**src/rtl/imem_boot_controller.sv**
```systemverilog
// Instruction-memory boot controller: loads a byte stream into RAM as LE words (BOOT), then serves fetches (RUN).
// Optional IMEM_BOUNDS_CHECK_EN adds fetch_fault and returns NOP for out-of-range/misaligned fetches.
module imem_boot_controller #(
  parameter int          DEPTH     = 8,
  parameter int          AW        = 3,
  parameter logic [31:0] NOP_INSTR = 32'h00000013
) (
  input  logic          clk,
  input  logic          reset_n,
  input  logic          ld_valid,
  input  logic [7:0]    ld_data,
  input  logic          ld_last,
  output logic          ld_ready,
  input  logic          reload,
  input  logic          fetch_req,
  input  logic [31:0]   fetch_pc,
  output logic          fetch_stall,
  output logic          fetch_valid,
  output logic [31:0]   fetch_instr,
  output logic          load_done,
  output logic          load_overflow,
  output logic [AW:0]   words_loaded,
  output logic          mem_en,
  output logic          mem_we,
  output logic [AW-1:0] mem_addr,
  output logic [31:0]   mem_wdata,
`ifdef IMEM_BOUNDS_CHECK_EN
  output logic          fetch_fault,
`endif
  input  logic [31:0]   mem_rdata
);

  typedef enum logic {BOOT, RUN} state_t;

  state_t       state, state_nx;
  logic [1:0]   bidx, bidx_nx;
  logic [23:0]  lanes, lanes_nx;
  logic [AW:0]  wcnt, wcnt_nx;
  logic         ovf, ovf_nx;
  logic         full;
  logic [31:0]  word;
  logic         rd, rd_q, flt, flt_q;
  logic [31:0]  instr_q;

  // wcnt doubles as the write address; it saturates at DEPTH
  assign full = (wcnt == (AW+1)'(DEPTH));
  assign word = {8'h00, lanes} | ({24'h0, ld_data} << {bidx, 3'b000});

`ifdef IMEM_BOUNDS_CHECK_EN
  logic oob;
  assign oob = (32'(fetch_pc[31:2]) >= 32'(wcnt)) || (fetch_pc[1:0] != 2'b00);
`else
  logic unused_pc;
  assign unused_pc = ^{fetch_pc[31:AW+2], fetch_pc[1:0]};
`endif

  always_comb begin
    state_nx  = state;
    bidx_nx   = bidx;
    lanes_nx  = lanes;
    wcnt_nx   = wcnt;
    ovf_nx    = ovf;
    mem_en    = 1'b0;
    mem_we    = 1'b0;
    mem_addr  = wcnt[AW-1:0];
    mem_wdata = word;
    rd        = 1'b0;
    flt       = 1'b0;
    case (state)
      BOOT: begin
        if (reload) begin
          bidx_nx  = '0;
          lanes_nx = '0;
          wcnt_nx  = '0;
          ovf_nx   = 1'b0;
        end else if (ld_valid) begin
          if (full) begin
            ovf_nx = 1'b1;
          end else if (bidx == 2'd3 || ld_last) begin
            mem_en   = 1'b1;
            mem_we   = 1'b1;
            wcnt_nx  = wcnt + 1'b1;
            bidx_nx  = '0;
            lanes_nx = '0;
          end else begin
            bidx_nx  = bidx + 1'b1;
            lanes_nx = word[23:0];
          end
          if (ld_last) begin
            state_nx = RUN;
            bidx_nx  = '0;
            lanes_nx = '0;
          end
        end
      end
      RUN: begin
        mem_addr = fetch_pc[AW+1:2];
`ifdef IMEM_BOUNDS_CHECK_EN
        rd  = fetch_req && !oob;
        flt = fetch_req && oob;
`else
        rd  = fetch_req;
`endif
        mem_en = rd;
        // the fetch accepted alongside reload still completes next cycle
        if (reload) begin
          state_nx = BOOT;
          bidx_nx  = '0;
          lanes_nx = '0;
          wcnt_nx  = '0;
          ovf_nx   = 1'b0;
        end
      end
      default: ;
    endcase
  end

  always_ff @(posedge clk or negedge reset_n) begin
    if (!reset_n) begin
      state   <= BOOT;
      bidx    <= '0;
      lanes   <= '0;
      wcnt    <= '0;
      ovf     <= 1'b0;
      rd_q    <= 1'b0;
      flt_q   <= 1'b0;
      instr_q <= NOP_INSTR;
    end else begin
      state <= state_nx;
      bidx  <= bidx_nx;
      lanes <= lanes_nx;
      wcnt  <= wcnt_nx;
      ovf   <= ovf_nx;
      rd_q  <= rd;
      flt_q <= flt;
      if (fetch_valid) instr_q <= fetch_instr;
    end
  end

  assign ld_ready      = (state == BOOT);
  assign fetch_stall   = (state == BOOT);
  assign load_done     = (state == RUN);
  assign load_overflow = ovf;
  assign words_loaded  = wcnt;
  assign fetch_valid   = rd_q | flt_q;
  assign fetch_instr   = flt_q ? NOP_INSTR : (rd_q ? mem_rdata : instr_q);
`ifdef IMEM_BOUNDS_CHECK_EN
  assign fetch_fault   = flt_q;
`endif

endmodule

```
**config.mk**
```make
export PLATFORM = sky130hd
export DESIGN_NAME = imem_boot_controller
export DESIGN_NICKNAME = d
export VERILOG_FILES = /design/src/rtl/imem_boot_controller.sv
export SDC_FILE = /design/constraint.sdc
export NUM_CORES = 1
export LEC_CHECK = 0
export CAP_MARGIN = 20
export CORE_ASPECT_RATIO = 2
export CORE_MARGIN = 3
export CORE_UTILIZATION = 35
export CTS_BUF_LIST = sky130_fd_sc_hd__clkbuf_2
export DETAILED_ROUTE_END_ITERATION = 12
export PLACE_DENSITY = 0.68
export SLEW_MARGIN = 5
export SYNTH_ARGS = -nofsm -noshare
export SYNTH_HDL_FRONTEND = slang
export SYNTH_SLANG_ARGS = --single-unit
```
**constraint.sdc**
```tcl
create_clock -name clk -period 2.5 [get_ports clk]
set_clock_uncertainty 0.05 [all_clocks]
set_input_delay 0.5 -clock clk [delete_from_list [all_inputs] [get_ports clk]]
set_output_delay 0.5 -clock clk [all_outputs]
set_load 0.05 [all_outputs]
```
-- Word-level counts from Yosys, hierarchy flattened
Cells that the tools add are included.
- $add $sub $neg: 2
- equal/unequal tests: 8
- shifts and indexed selects: 1
- mux-type cells: 39
- bitwise logic cells: 2
- reductions and logical operators: 4
- operator list (cell ; number):
    two-way mux 24 bit ; 6
    one-hot mux 24 bit (2 select lines) ; 1
    two-way mux 32 bit ; 1
    OR 24 x 32 -> 32 bit ; 1
    left shift 8 x 5 -> 32 bit ; 1
    two-way mux 4 bit ; 5
    two-way mux 1 bit ; 14
    two-way mux 2 bit ; 6
    one-hot mux 4 bit (2 select lines) ; 1
    != test 3 x 2 -> 1 bit (second input constant) ; 2
    != test 3 bit (second input constant) ; 2
    one-hot mux 1 bit (2 select lines) ; 3
    AND reduction 3 bit ; 2
    adder 4 x 1 -> 4 bit (second input constant) ; 1
    equality test 4 bit (second input constant) ; 1
    != test 4 bit (second input constant) ; 1
    one-hot mux 2 bit (2 select lines) ; 1
    AND reduction 4 bit ; 1
    two-way mux 3 bit ; 1
    adder 2 x 1 -> 2 bit (second input constant) ; 1
    equality test 2 bit (second input constant) ; 1
    != test 2 bit (second input constant) ; 1
    logical OR 1 bit ; 1
    inverter 1 bit ; 1
- flip-flop bits (word level): 65
- bits of input ports: 78
- logic and storage cells: 63

-- Longest topological paths before layout
- depth in word-level cells: 8
- gate-level depth with buffers: 7
- depth with buffers taken out: 5

-- Worst setup path before layout
OpenSTA, ideal clock, no wires.
- path kind: register to output
- from: register wcnt[0] (netlist: words_loaded[0])
- to: output port mem_en
- arrival: 2.462 ns
- required time: 1.950 ns
- path slack: -0.512 ns
- cell stages (with the launch flop): 7
- buffers on the path: 1
- cell sequence: dfrtp_1 > inv_1 > ha_1 > and3b_1 > clkbuf_1 > or3_1 > o21bai_1
- longest elaborated chain between the ends: 5
- RTL lines (element ; RTL line ; text):
    from (decl) ; 38 ; logic [AW:0] wcnt, wcnt_nx;
    from (signal assigned) ; 132 ; wcnt <= wcnt_nx;
    equality test 4 bit ; 46 ; assign full = (wcnt == (AW+1)'(DEPTH));
    two-way mux 1 bit ; 77 ; if (full) begin
    two-way mux 1 bit ; 76 ; end else if (ld_valid) begin
    two-way mux 1 bit ; 71 ; if (reload) begin
    one-hot mux 1 bit (2 select lines) ; 69 ; case (state)
    to (decl) ; 23 ; output logic mem_en,
Every way passes these cells.

-- Worst setup path in the final report
- from: register wcnt[1] (netlist: words_loaded[1])
- to: output port mem_en
Same word-level chain as after synthesis.

==> results_dict.tcl <==
set metrics [dict create \
    timing.critical_path.fanout_max 3 \
    cts_made_buffers 9 \
    synth_edf_count 0 \
    top_signal_layer_used "met4" \
    synthDistinctLibCells 43 \
    synth_nets 399 \
    hold_path_class "input port to async pin" \
    grt_max_degree 56 \
    tightest_slew_ns 0.592 \
    design.portCount 156 \
    fmax_mhz 381 \
    synthesis.instances 318 \
    initial_antenna_violation_count 1 \
    placementRows 52 \
    cts_root_buffer "clkbuf_2" \
    global_route.overflow_total 0 \
    post-route-period-util_pct 105 \
    worst_skew_pair.late_latency_ns 0.52 \
    clk_pin_slew_worst_paths_ns 0.19 \
    ys_seq_elements 65 \
    post-dp-hpwl_mm 7.70 \
    remaining_drc_errors 0 \
    viasPerCell 5.22 \
    finish.net_count 539 \
    first_iter_violations 102 \
    cts_tree "built" \
    worstPathArrival_ns 2.08 \
    routedLengthMet1_mm 3.73 \
    total_via_count_after_detailed_routing 3124 \
    run_status "finished with violations" \
    setup.worst_path.start_class "flip-flop" \
    fp.dieW_um 78.5 \
    seq_area_frac_synth_pct 44.3 \
    floorplan.die_area_sq_um 11800 \
    max-vdd-ir-drop_mv 0.393 \
    grt_util_all_layers_pct 18.0 \
    ant_nets 0 \
    grt_first_pass_wirelength_mm 16.4 \
    worst_slack_ns -0.127 \
    category_of_the_most_critical_setup_path "flip-flop to primary output" \
    timing.slew.headroom_pct 60.5 \
    drt_wl_total_mm 10.4 \
    numPortBuffers 126 \
    finalWorstPathRequiredPeriod_ns 2.63 \
    gp_congestion 0.792 \
    ctsLongestPathBuffers 2 \
    layout-drive-gt1-share_pct 47.3 \
    final-setup-viol-count 2 \
    unrepaired_setup_endpoints_after_global_routing "yes" \
    hold_ws_ns 0.422 \
    final-hold-violation-count 0 \
    power.density_nw_per_um2 653 \
    slew_violations 0 \
    async_reset_ff_share_pct 100 \
    synthesis.area_sq_um 3680 \
    detailedRoute.firstPassIterationCount 4 \
    fin_setup_tns_ns -0.234 \
    violations_in_the_final_reports "negative setup slack" \
    die_height_um 151 \
    worst_ep_required_time_ns 1.95 \
    met2RoutedLength_mm 5.85 \
    initial_core_util_pct 36.0 \
    dp_worst_setup_slack_ns 0.0506 \
    max-cap-violations 0 \
    area.growth.synth_to_final_pct 65.9 \
    clock_tree.htree_level_count 3 \
    avgSynthCellArea_sq_um 11.6 \
    routedWlPerCell_um 17.3 \
    synth-main-ff-cell "dfrtp_1" \
    met3_wirelength_um 475 \
    power_leakage_nw 2.71 \
    coreArea_sq_um 10200 \
    cts.sink_count 65 \
    end_kind "primary output" \
    syn_warnings 0 \
    grt_pass1_vias 3358 \
]
what timing repair did:
item                       in CTS  in global routing
gates resized for setup        12                  6
setup buffers                   5                  1
hold buffers                    1                  0
setup endpoints to repair      35                  6
pin swaps                       4                  2
hold endpoints to repair       21                  0
layout by cell type, fill, tap and decap left out, types with 9 or more instances in the layout:
cell / count
a221oi_1: 16
inv_1: 11
mux2_2: 65
nand2b_1: 16
nand3b_1: 16
buf_4: 26
buf_12: 72
dfrtp_1: 59
clkdlybuf4s50_1: 49
or2_2: 9
clkbuf_2: 11
a21oi_1: 13
kinds of logic after synthesis:
| family | after synthesis | share of synthesized area, % |
|---|---|---|
| multiplexers | 66 | 20.2 |
| adder cells (fa/ha/maj) | 3 | 1.02 |
| AO/OA/AOI/OAI | 66 | 14.7 |
| flip-flops | 65 | 44.4 |
| AND/OR/NAND/NOR | 76 | 14.4 |
| buffers and inverters | 42 | 5.31 |
registers in the layout, indices dropped and copies added (netlist names):
signal	cells
load_overflow	1
bidx	2
load_done	1
lanes	24
words_loaded	4
instr_q	32
rd_q	1
cells in the mapped netlist, types with 3 or more instances:
cell type  number  area [sq um]
o22a_2          8          80.1
nor3b_1         8          60.1
dfstp_2         3          78.8
inv_1          13          48.8
a21oi_1        13          65.1
ha_1            3          37.5
a221oi_1       16           140
buf_2          12          60.1
dfrtp_1        62          1550
or2_2           9          56.3
nand2_1         3          11.3
and3_1          8          50.1
o31ai_1         4          30.0
clkbuf_1       13          48.8
nand2b_1       16           100
o22a_1          8          70.1
nand3b_1       16           120
nor2_1          4          15.0
o221ai_1        8          70.1
mux2_2         65           732
stage by stage:
step	area (sq um)	utilization, %	std cells	power, mW
finish	6100	59.7	599	3.98
global route	6100	59.7	599	4.15
CTS	6070	59.4	597	4.03
detailed placement	5890	57.6	575	3.40
global placement	5890	57.6	575	3.37
floorplan	3700	-	318	2.37
worst max-delay path, cell delays in order, from the launching register on:
cell	delay, ns
dfrtp_2	0.43
inv_2	0.06
ha_4	0.15
and3b_1	0.19
or3_4	0.43
o21bai_4	0.15
buf_12	0.15
path summary, 6_finish.rpt:
kind	from	to	slack, ns	cells after the start
worst max-delay path	words_loaded[1]	mem_en	-0.13	6
worst max register to register	words_loaded[1]	lanes[7]	0.49	7
worst min-delay path	reset_n	load_done	0.42	2
worst min register to register	lanes[21]	lanes[21]	0.45	1
max in group asynchronous	reset_n	instr_q[1]	1.25	3
min in group clk	lanes[21]	lanes[21]	0.45	1
final cells by class:
type | instances | area, sq um
fillers | 856 | 4120
repair buffers | 157 | 2240
multi-input cells | 211 | 1900
flip-flops and latches | 65 | 1630
well taps | 135 | 169
clock buffers | 11 | 55.1
inverters | 14 | 52.6
clock inverters | 5 | 47.5
diodes | 1 | 2.50
per-layer routing:
metal  vias to the layer above  GRT usage, %
li1                       1464             -
met1                      1538          18.1
met2                       100          33.8
met3                        22          3.10
met4                         0          10.9
met5                         -             0
power by group:
part	internal (mW)	total [mW]	leakage [nW]	switching, mW
Sequential	1.21	1.28	0.822	0.0707
Combinational	1.03	2.09	1.82	1.07
Clock	0.230	0.604	0.0708	0.374
Power figures use the tool's default switching activity.
